[src/rtl/tft_spi_tx.sv]
// Byte-level SPI mode-0 transmitter for the TFT panel: one byte plus D/C flag per
// request, MSB first, with CS framing and a busy handshake back to the requester.
module tft_spi_tx #(
  parameter int CLK_DIV = 2,
  parameter int CS_HOLD = 2
) (
  input  logic       clk,
  input  logic       rst,
  input  logic       tft_transmit,
  input  logic       tft_dc,
  input  logic [7:0] tft_data,
  output logic       tft_busy,
  output logic       spi_sck,
  output logic       spi_mosi,
  output logic       spi_cs,
  output logic       spi_dc
);

  localparam int DW = $clog2(CLK_DIV) + 1;
  localparam int HW = $clog2(CS_HOLD) + 1;

  typedef enum logic [1:0] {IDLE, SHIFT, HOLD} state_t;

  state_t          state, state_n;
  logic [DW-1:0]   div_cnt;
  logic [HW-1:0]   hold_cnt;
  logic [2:0]      bit_cnt;
  logic [6:0]      sh;
  logic            busy_r;

  logic div_wrap, sck_fall, last_bit, hold_done;

  assign div_wrap  = (div_cnt == DW'(CLK_DIV - 1));
  assign sck_fall  = div_wrap & spi_sck;
  assign last_bit  = (bit_cnt == 3'd7);
  assign hold_done = (hold_cnt == HW'(CS_HOLD - 1));

  // Busy is raised combinationally in the strobe cycle so a requester gating
  // on ~tft_busy can never issue two strobes back-to-back.
  assign tft_busy = busy_r | (tft_transmit & (state == IDLE));

  always_ff @(posedge clk) begin
    if (rst) state <= IDLE;
    else     state <= state_n;
  end

  always_comb begin
    state_n = state;
    case (state)
      IDLE:    if (tft_transmit)         state_n = SHIFT;
      SHIFT:   if (sck_fall && last_bit) state_n = HOLD;
      HOLD:    if (hold_done)            state_n = IDLE;
      default:                           state_n = IDLE;
    endcase
  end

  always_ff @(posedge clk) begin
    if (rst) begin
      spi_sck  <= 1'b0;
      spi_mosi <= 1'b0;
      spi_cs   <= 1'b1;
      spi_dc   <= 1'b0;
      busy_r   <= 1'b0;
      div_cnt  <= '0;
      hold_cnt <= '0;
      bit_cnt  <= '0;
      sh       <= '0;
    end else begin
      case (state)
        IDLE: if (tft_transmit) begin
          sh       <= tft_data[6:0];
          spi_mosi <= tft_data[7];
          spi_dc   <= tft_dc;
          spi_cs   <= 1'b0;
          spi_sck  <= 1'b0;
          busy_r   <= 1'b1;
          bit_cnt  <= '0;
          div_cnt  <= '0;
        end
        SHIFT: begin
          if (div_wrap) begin
            div_cnt <= '0;
            spi_sck <= ~spi_sck;
            // Data changes on the falling edge so it is stable across the next rise.
            if (spi_sck) begin
              if (last_bit) begin
                spi_cs   <= 1'b1;
                spi_mosi <= 1'b0;
                hold_cnt <= '0;
              end else begin
                spi_mosi <= sh[6];
                sh       <= {sh[5:0], 1'b0};
                bit_cnt  <= bit_cnt + 3'd1;
              end
            end
          end else begin
            div_cnt <= div_cnt + DW'(1);
          end
        end
        HOLD: begin
          if (hold_done) busy_r   <= 1'b0;
          else           hold_cnt <= hold_cnt + HW'(1);
        end
        default: ;
      endcase
    end
  end

endmodule

[config.mk]
export PLATFORM = sky130hd
export DESIGN_NAME = tft_spi_tx
export DESIGN_NICKNAME = d
export VERILOG_FILES = /design/src/rtl/tft_spi_tx.sv
export SDC_FILE = /design/constraint.sdc
export NUM_CORES = 1
export LEC_CHECK = 0
export BUFFER_PORTS_ARGS = -buffer_cell sky130_fd_sc_hd__buf_2
export CORE_MARGIN = 10
export CORE_UTILIZATION = 45
export DETAILED_ROUTE_END_ITERATION = 10
export PLACE_DENSITY = 0.71
export SETUP_SLACK_MARGIN = 0.3
export SLEW_MARGIN = 20
export SYNTH_ARGS = -nofsm -noshare
export SYNTH_HDL_FRONTEND = slang
export SYNTH_SLANG_ARGS = --single-unit
[constraint.sdc]
create_clock -name clk -period 1.75 [get_ports clk]
set_input_delay 0.35 -clock clk [delete_from_list [all_inputs] [get_ports clk]]
set_output_delay 0.35 -clock clk [all_outputs]
set_load 0.03 [all_outputs]
# After elaboration in Yosys (flattened, before gate mapping)
# Index checks and enable logic that the tools add are counted.
classes:
  addsub: 3
  mul: 0
  div: 0
  n_lt_le_gt_ge: 0
  n_eq_ne: 13
  n_shift: 0
  n_mux: 37
  n_bitwise: 4
  n_reduce_logical: 14
op_table:
  columns: ["operator", "count"]
  rows:
  - ["7-bit two-way mux", 4]
  - ["2-bit two-way mux", 9]
  - ["2-bit != test, second input constant", 8]
  - ["5-bit AND reduction", 3]
  - ["7-bit one-hot mux with 2 select lines", 1]
  - ["3-bit two-way mux", 4]
  - ["1-bit two-way mux", 11]
  - ["3-bit AND reduction", 3]
  - ["1-bit one-hot mux with 2 select lines", 4]
  - ["2-bit one-hot mux with 2 select lines", 2]
  - ["2-bit by 1-bit == test with 1-bit output, second input constant", 3]
  - ["2-bit one-hot mux with 3 select lines", 1]
  - ["3-bit one-hot mux with 2 select lines", 1]
  - ["2-bit nonzero test", 3]
  - ["2-bit by 1-bit adder with 2-bit output, second input constant", 2]
  - ["2-bit AND reduction", 2]
  - ["4-bit AND reduction", 1]
  - ["3-bit by 1-bit adder with 3-bit output, second input constant", 1]
  - ["3-bit == test, second input constant", 1]
  - ["1-bit AND", 2]
  - ["2-bit == test, second input constant", 1]
  - ["2-bit logical NOT", 1]
  - ["1-bit logical AND", 1]
  - ["1-bit NOT", 1]
  - ["1-bit OR", 1]
word_totals:
  reg_bits: 21
  latchBits: 0
  mem_bits_rw: 0
  romBits: 0
  input_bits: 12
  output_inout_bits: 5
  word_cells: 81
  n_memories: 0

# Depth between registers and ports, before layout
# Gate-level depths: netlist of run 1.
logic_depth:
  ltp_word: 5
  mapped_depth: 6
  mapped_depth_nobuf: 6

# Worst setup path after synthesis of run 1
# Ideal clock, no wire load.
synth_timing:
  path_kind: "register to register"
  from: "register spi_sck"
  to: "register sh[2]"
  setup_time_ps: 79
  arrival_time_ps: 1520
  required_ps: 1671
  path_slack_ps: 150
  path_stages_with_launch: 6
  n_path_buf: 1
  period_less_slack_ps: 1600
  cell_sequence: "dfxtp_1 -> nand4b_4 -> a221oi_4 -> buf_6 -> nor2_1 -> a211oi_2"
synth_between:
  elab_chain_len: 2
synth_lines:
  columns: ["element", "line", "source"]
  rows:
  - ["start: declaration", "13", "output logic spi_sck,"]
  - ["start signal: assignment", "83", "spi_sck <= ~spi_sck;"]
  - ["2-bit != test (no source line)", null, null]
  - ["5-bit AND reduction (no source line)", null, null]
  - ["end signal: assignment", "71", "sh <= tft_data[6:0];"]
  - ["end signal: assignment", "92", "sh <= {sh[5:0], 1'b0};"]
  - ["end: declaration", "28", "logic [6:0] sh;"]
# No other way between the ends.
# A chain may end at the register's enable or synchronous reset.

# Worst setup path in the final report of run 1
layout_timing:
  from: "register state[0]"
  to: "output port tft_busy"
layout_between:
  elab_chain_len: 3
layout_lines:
  columns: ["element", "line", "source"]
  rows:
  - ["start: declaration", "24", "state_t state, state_n;"]
  - ["start signal: assignment", "44", "else state <= state_n;"]
  - ["2-bit logical NOT", "40", "assign tft_busy = busy_r | (tft_transmit & (state == IDLE));"]
  - ["1-bit AND", "40", null]
  - ["1-bit OR", "40", null]
  - ["end: declaration", "12", "output logic tft_busy,"]
# No other way between the ends.

==> results.toml, run 1 <==
[floorplan]
fp.dieW_um = 67.75
core-area_um2 = 2191
start_util_pct = 46.83
num_rows = 17
die_area_um2 = 4590
pin_count = 17
die_y_um = 67.75

[layout]
nets = 154
n_antenna_cell = 0
final_core_util_pct = 61.96
fin_cells = 165
drive_above_1_share_pct = 43.07
fillers = 179
area_growth_pct = 32.32
mostFrequentLayoutCell = "dfxtp_1"
layout_common_cells = "dfxtp_1, buf_2, nor2_1"

[clock_tree]
cts.clk_slew.worst_paths_ns = 0.13
root_buffer = "clkbuf_4"
htreeDepth = 1
clock_latency_ns = 0.32
clock_sinks = 21
numCtsBuffers = 3
ctsHoldBuffers = 0
cts_tree = "built"
cts_max_path_buffers = 2

[timing]
rsz0062_at_grt = "yes"
setup_violations = 0
worstMarginPinSlew_ns = 0.4281
min_period_ns = 1.563
drv_slew = 0
fmax_ghz = 0.6396
skew_ns = 0.009391
relSlewSlack_pct = 71.46
final_hold_viol_count = 0
fin_tns_setup_ns = 0
fin_crit_sh_pct = 89.34

[worst_hold_path]
min_path_type = "primary input to flop"
holdPathStages = 3
min-delay-start = "tft_dc"
min_to = "spi_dc$_SDFFE_PP0P_"

[synthesis]
yosysTopAreaCellShare_pct = 40.98
syn_nets = 126
netlist_top_cells_area = "dfxtp_1, mux2i_1, nor2_1"
ys_seq_area_share_pct = 40.98
synthCells = 110
syn_area_um2 = 1026
synth.avg_cell_area_um2 = 9.327
ys_warn_count = 0
yosys.area.top_type = "dfxtp_1"
synth_cell_types = 29
ys_ff_latch = 21

[route]
wl_per_cell_um = 13.94
drt_iter0_markers = 68
dr.pass1.iters = 4
dr_total_vias = 870
drc = 0
drt-total-wl_mm = 2.300
antenna_left = 0
via_per_inst = 5.273

[placement]
io_buffer_count = 16
gp_congestion = 0.7776
dp_cells = 153
dp_hpwl_mm = 1.534

[setup_path]
r2r-start = "bit_cnt[0]$_SDFFE_PP0P_"
path_max_fanout = 3
cp_data_arrival_time_ns = 1.21
crit_type = "flop to output port"
end_kind = "output port"
start_kind = "flop"
worstRegToRegCells = 6
required_ns = 1.40
r2r-end = "sh[0]$_SDFFE_PP0P_"
ff2ff_setup_slack_ns = 0.21

[global_routing]
overflow = 0
grt_start_max_net_pins = 22
grt_pass1_wl_mm = 3.953
grt_pass1_vias = 860
grt_usage_pct = 11.14
antenna_found_initial = 0

[power_and_ir_drop]
powerDensity_nw_per_um2 = 693.5
p_leak_nw = 0.5640
power_mw = 0.9414
ir_drop_uv = 510.9

[run_status]
status = "finished, final reports clean"

[flow_run]
drv_cap = 0
-- synth_stat cells --
cell      number
o21ai_0        2
o21bai_1       2
nand2_1        4
nand3b_1       1
nand2b_1       5
buf_2          2
and2_1         1
nor2_1        18
mux2i_1        7
inv_1          4
nor2b_1        2
clkbuf_1       3
a211oi_2       3
mux2_2         1
nor3_1         2
ha_1           4
a221o_1        1
a221oi_4       1
o22ai_1        1
nor4bb_1       1
nor4b_1        1
or2_2          1
a211oi_1       5
a21oi_1       11
nand4b_4       1
a22oi_1        1
dfxtp_1       21
buf_6          1
nor3b_1        3
-- per-stage QoR --
step                cell area (um^2)  hold slack, ns  worst slack (ns)
floorplan                       1052          0.4159            0.2809
global placement                1171          0.4255            0.2232
detailed placement              1171          0.4413            0.1565
CTS                             1318          0.2529            0.1891
global route                    1358          0.2752            0.1511
finish                          1358          0.2563            0.1866
-- worst max path at each step --
stage / from / end / slack [ns] / cells after the start
floorplan: bit_cnt[1]$_SDFFE_PP0P_ / sh[2]$_SDFFE_PP0P_ / 0.28 / 6
global placement: state[0]$_SDFFE_PP0P_ / tft_busy / 0.22 / 4
detailed placement: state[0]$_SDFFE_PP0P_ / sh[1]$_SDFFE_PP0P_ / 0.16 / 5
CTS: state[0]$_SDFFE_PP0P_ / tft_busy / 0.19 / 4
global route: state[0]$_SDFFE_PP0P_ / tft_busy / 0.15 / 4
finish: state[0]$_SDFFE_PP0P_ / tft_busy / 0.19 / 4
-- flip-flops by register name (all words and copies together), names as in the netlist --
signal    flops
bit_cnt       3
spi_mosi      1
spi_sck       1
busy_r        1
state         2
hold_cnt      2
div_cnt       2
sh            7
spi_dc        1
spi_cs        1
-- worst max-delay path: stages (launching register included) --
cell and delay [ns]:
dfxtp_4 0.37, nand2b_4 0.12, nor2_2 0.04, or2_4 0.23, buf_6 0.14
-- power by group --
group	switching (mW)	internal [mW]
Clock	0.158	0.0892
Combinational	0.0942	0.0826
Sequential	0.0171	0.501
Total	0.269	0.672
-- layout make-up --
class,instances,area (um^2),share of cell area [%]
Clock buffer,4,26.28,1.935
Inverter,4,15.01,1.106
Multi-Input combinational cell,79,654.4,48.20
Sequential cell,21,431.7,31.80
Tap cell,28,35.03,2.581
Timing Repair Buffer,29,195.2,14.38
-- cells by family after synthesis --
family,count (synthesis),synth area share [%]
mux,8,7.927
buf+inv,10,4.634
fa+ha+maj,4,4.878
flops,21,40.98
compound gates,27,20.00
simple gates,40,21.59
-- routing by layer --
metal | share of wire, % | GRT usage, %
met1 | 42 | 13.36
met2 | 52 | 17.96
met3 | 2.9 | 1.983
met4 | 2.6 | 6.923
met5 | 0 | 0
-- timing repair --
item,in CTS,in global routing
resized for setup,19,6
setup buffers,6,1
setup endpoints to repair,13,14
cloned,1,0
pin swaps,8,5
hold endpoints to repair,0,0
Note: power is estimated with default switching activity, not from simulation.
==> run 2: changes to the inputs <==
--- a/config.mk
+++ b/config.mk
@@ -7,10 +7,10 @@
 export LEC_CHECK = 0
 export BUFFER_PORTS_ARGS = -buffer_cell sky130_fd_sc_hd__buf_2
 export CORE_MARGIN = 10
-export CORE_UTILIZATION = 45
+export CORE_UTILIZATION = 54
 export DETAILED_ROUTE_END_ITERATION = 10
-export PLACE_DENSITY = 0.71
-export SETUP_SLACK_MARGIN = 0.3
+export PLACE_DENSITY = 0.82
+export SETUP_SLACK_MARGIN = 0.05
 export SLEW_MARGIN = 20
 export SYNTH_ARGS = -nofsm -noshare
 export SYNTH_HDL_FRONTEND = slang
==> run 2 against run 1 <==
Effect of this change: non-clock buffer count shrank 6; register-to-register slack worse by 0.05 ns; hold slack gained 0.012 ns; final area fell by 11%; fmax fell by 5.7%; sequential share of layout area up 3.4 points; largest power group unchanged; highest routed layer unchanged; via count is 3.4% lower; critical endpoint unchanged.
==> results.toml, run 2 (synthesis results as in run 1) <==
[setup_path]
worstSetupEndpoint = "tft_busy"
crit_start = "state[0]$_SDFFE_PP0P_"
r2r-end = "sh[2]$_SDFFE_PP0P_"
crit_buf_inv = 1
end_kind = "output port"
critical_path.top_delay_family = "simple AND/OR/NAND/NOR gates"
cp_slowest_cell = "dfxtp_4"
slowest_delay_ns = 0.37
cp_data_arrival_time_ns = 1.31
cp_num_cells = 4
crit_type = "flop to output port"
ff2ff_setup_slack_ns = 0.16
worstRegToRegCells = 6
r2r-start = "bit_cnt[0]$_SDFFE_PP0P_"
required_ns = 1.40
start_kind = "flop"
path_cells = "nand2b_1 -> nor2_2 -> or2_2 -> buf_2"
path_max_fanout = 3

[clock_tree]
cts.clk_slew.worst_paths_ns = 0.12
htreeDepth = 1
clock_sinks = 21
cts_max_path_buffers = 2
root_buffer = "clkbuf_4"
cts_tree = "built"
numCtsBuffers = 3
clock_latency_ns = 0.31

[timing]
fin_tns_setup_ns = 0
final_hold_viol_count = 0
min_period_ns = 1.658
whs_ns = 0.2686
fin_crit_sh_pct = 94.76
skew_ns = 0.005766
worstMarginPinSlew_ns = 0.4185
rsz0062_at_grt = "yes"
setup_violations = 0
setup_slack_ns = 0.09167
relSlewSlack_pct = 72.10
drv_slew = 0
fmax_ghz = 0.6030

[power_and_ir_drop]
p_switching_mw = 0.2499
switching_share_pct = 27.52
p_leak_nw = 0.5190
power_mw = 0.9079
powerDensity_nw_per_um2 = 752.0
ir_drop_uv = 550.3
seqPwrFrac_pct = 57.1
p_comb_share_pct = 17.3
internal_power_mw = 0.6581
clockPowerShare_pct = 25.7

[worst_hold_path]
min_path_type = "primary input to flop"

[route]
drt_iter0_markers = 31
wl_per_cell_um = 13.65
via_per_inst = 5.385
drt-total-wl_mm = 2.129
drc = 0
antenna_left = 0
dr_total_vias = 840
dr.pass1.iters = 4

[flow_run]
drv_cap = 0

[global_routing]
grt_start_max_net_pins = 22
antenna_found_initial = 0
grt_usage_pct = 10.39
overflow = 0
grt_pass1_vias = 804
grt_pass1_wl_mm = 3.560

[layout]
area_growth_pct = 17.68
n_antenna_cell = 0
fin_cells = 156
largest_reg_flops = 7
drive_above_1_share_pct = 29.01
layout_common_cells = "dfxtp_1, nor2_1, buf_2"
largestRegisters = "sh x7, bit_cnt x3"
fillers = 160
multiInputGateArea_um2 = 563.0
nets = 148
regArea_um2 = 425.4
mostFrequentLayoutCell = "dfxtp_1"
largest_register = "sh"

[floorplan]
die_y_um = 63.59
pin_count = 17
start_util_pct = 58.16
die_area_um2 = 4044
num_rows = 15
fp.dieW_um = 63.59
core-area_um2 = 1764

[placement]
gp_congestion = 0.7764
dpl_worst_slack_ns = 0.07827
io_buffer_count = 16
dp_hpwl_mm = 1.632
dp_cells = 151

[run_status]
status = "finished, final reports clean"
## run 2: changes by cell type in the layout (fill, tap and decap cells not counted), sizes merged
cell / previous run / this run
clkbuf: 4 / 3
buf: 29 / 23
clkinv: 0 / 1
## run 2: tightest hold or removal path: stages
cell	delay [ns]
buf_2	0.10
nand2_1	0.04
a21oi_1	0.05
## run 2: power by group through the flow
stage               registers, mW  clock network [mW]  logic [mW]
finish                      0.518               0.233       0.157
global route                0.521               0.261       0.169
CTS                         0.518               0.239       0.157
detailed placement          0.532                   0       0.151
global placement            0.530                   0       0.146
floorplan                   0.538                   0      0.0967
## run 2: worst min-delay path by stage
stage	from	to	slack (ns)	depth (start not counted)
CTS	tft_dc	spi_dc$_SDFFE_PP0P_	0.27	3
finish	tft_dc	spi_dc$_SDFFE_PP0P_	0.27	3
detailed placement	sh[0]$_SDFFE_PP0P_	sh[0]$_SDFFE_PP0P_	0.47	2
global route	tft_dc	spi_dc$_SDFFE_PP0P_	0.27	3
global placement	bit_cnt[0]$_SDFFE_PP0P_	bit_cnt[0]$_SDFFE_PP0P_	0.45	1
floorplan	bit_cnt[0]$_SDFFE_PP0P_	bit_cnt[0]$_SDFFE_PP0P_	0.44	1
## run 2: repair_timing
action                                  in CTS  in global routing
endpoints found under the setup margin       1                  9
resized for setup                            3                  2
buffers inserted                             1                  0
hold buffers                                 0                  0
gates cloned                                 0                  0
## run 2: area by class of cell
class	instances	area share, %
multi-input combinational	79	46.63
sequential	21	35.23
clock buffer	3	1.865
inverter	4	1.244
clock inverter	1	0.4145
timing repair buffer	23	12.02
tap	25	2.591
## run 2: per-stage QoR
step                util, %  cell area (um^2)
floorplan                 -              1026
global placement      65.89              1162
detailed placement    65.89              1162
CTS                   68.16              1202
global route          68.44              1207
finish                68.44              1207
## run 2: metal layers
layer | global-route usage [%] | part of all wire [%]
met5 | 0 | 0
met4 | 3.279 | 1.2
met3 | 2.827 | 4.5
met2 | 17.71 | 50
met1 | 12.18 | 44
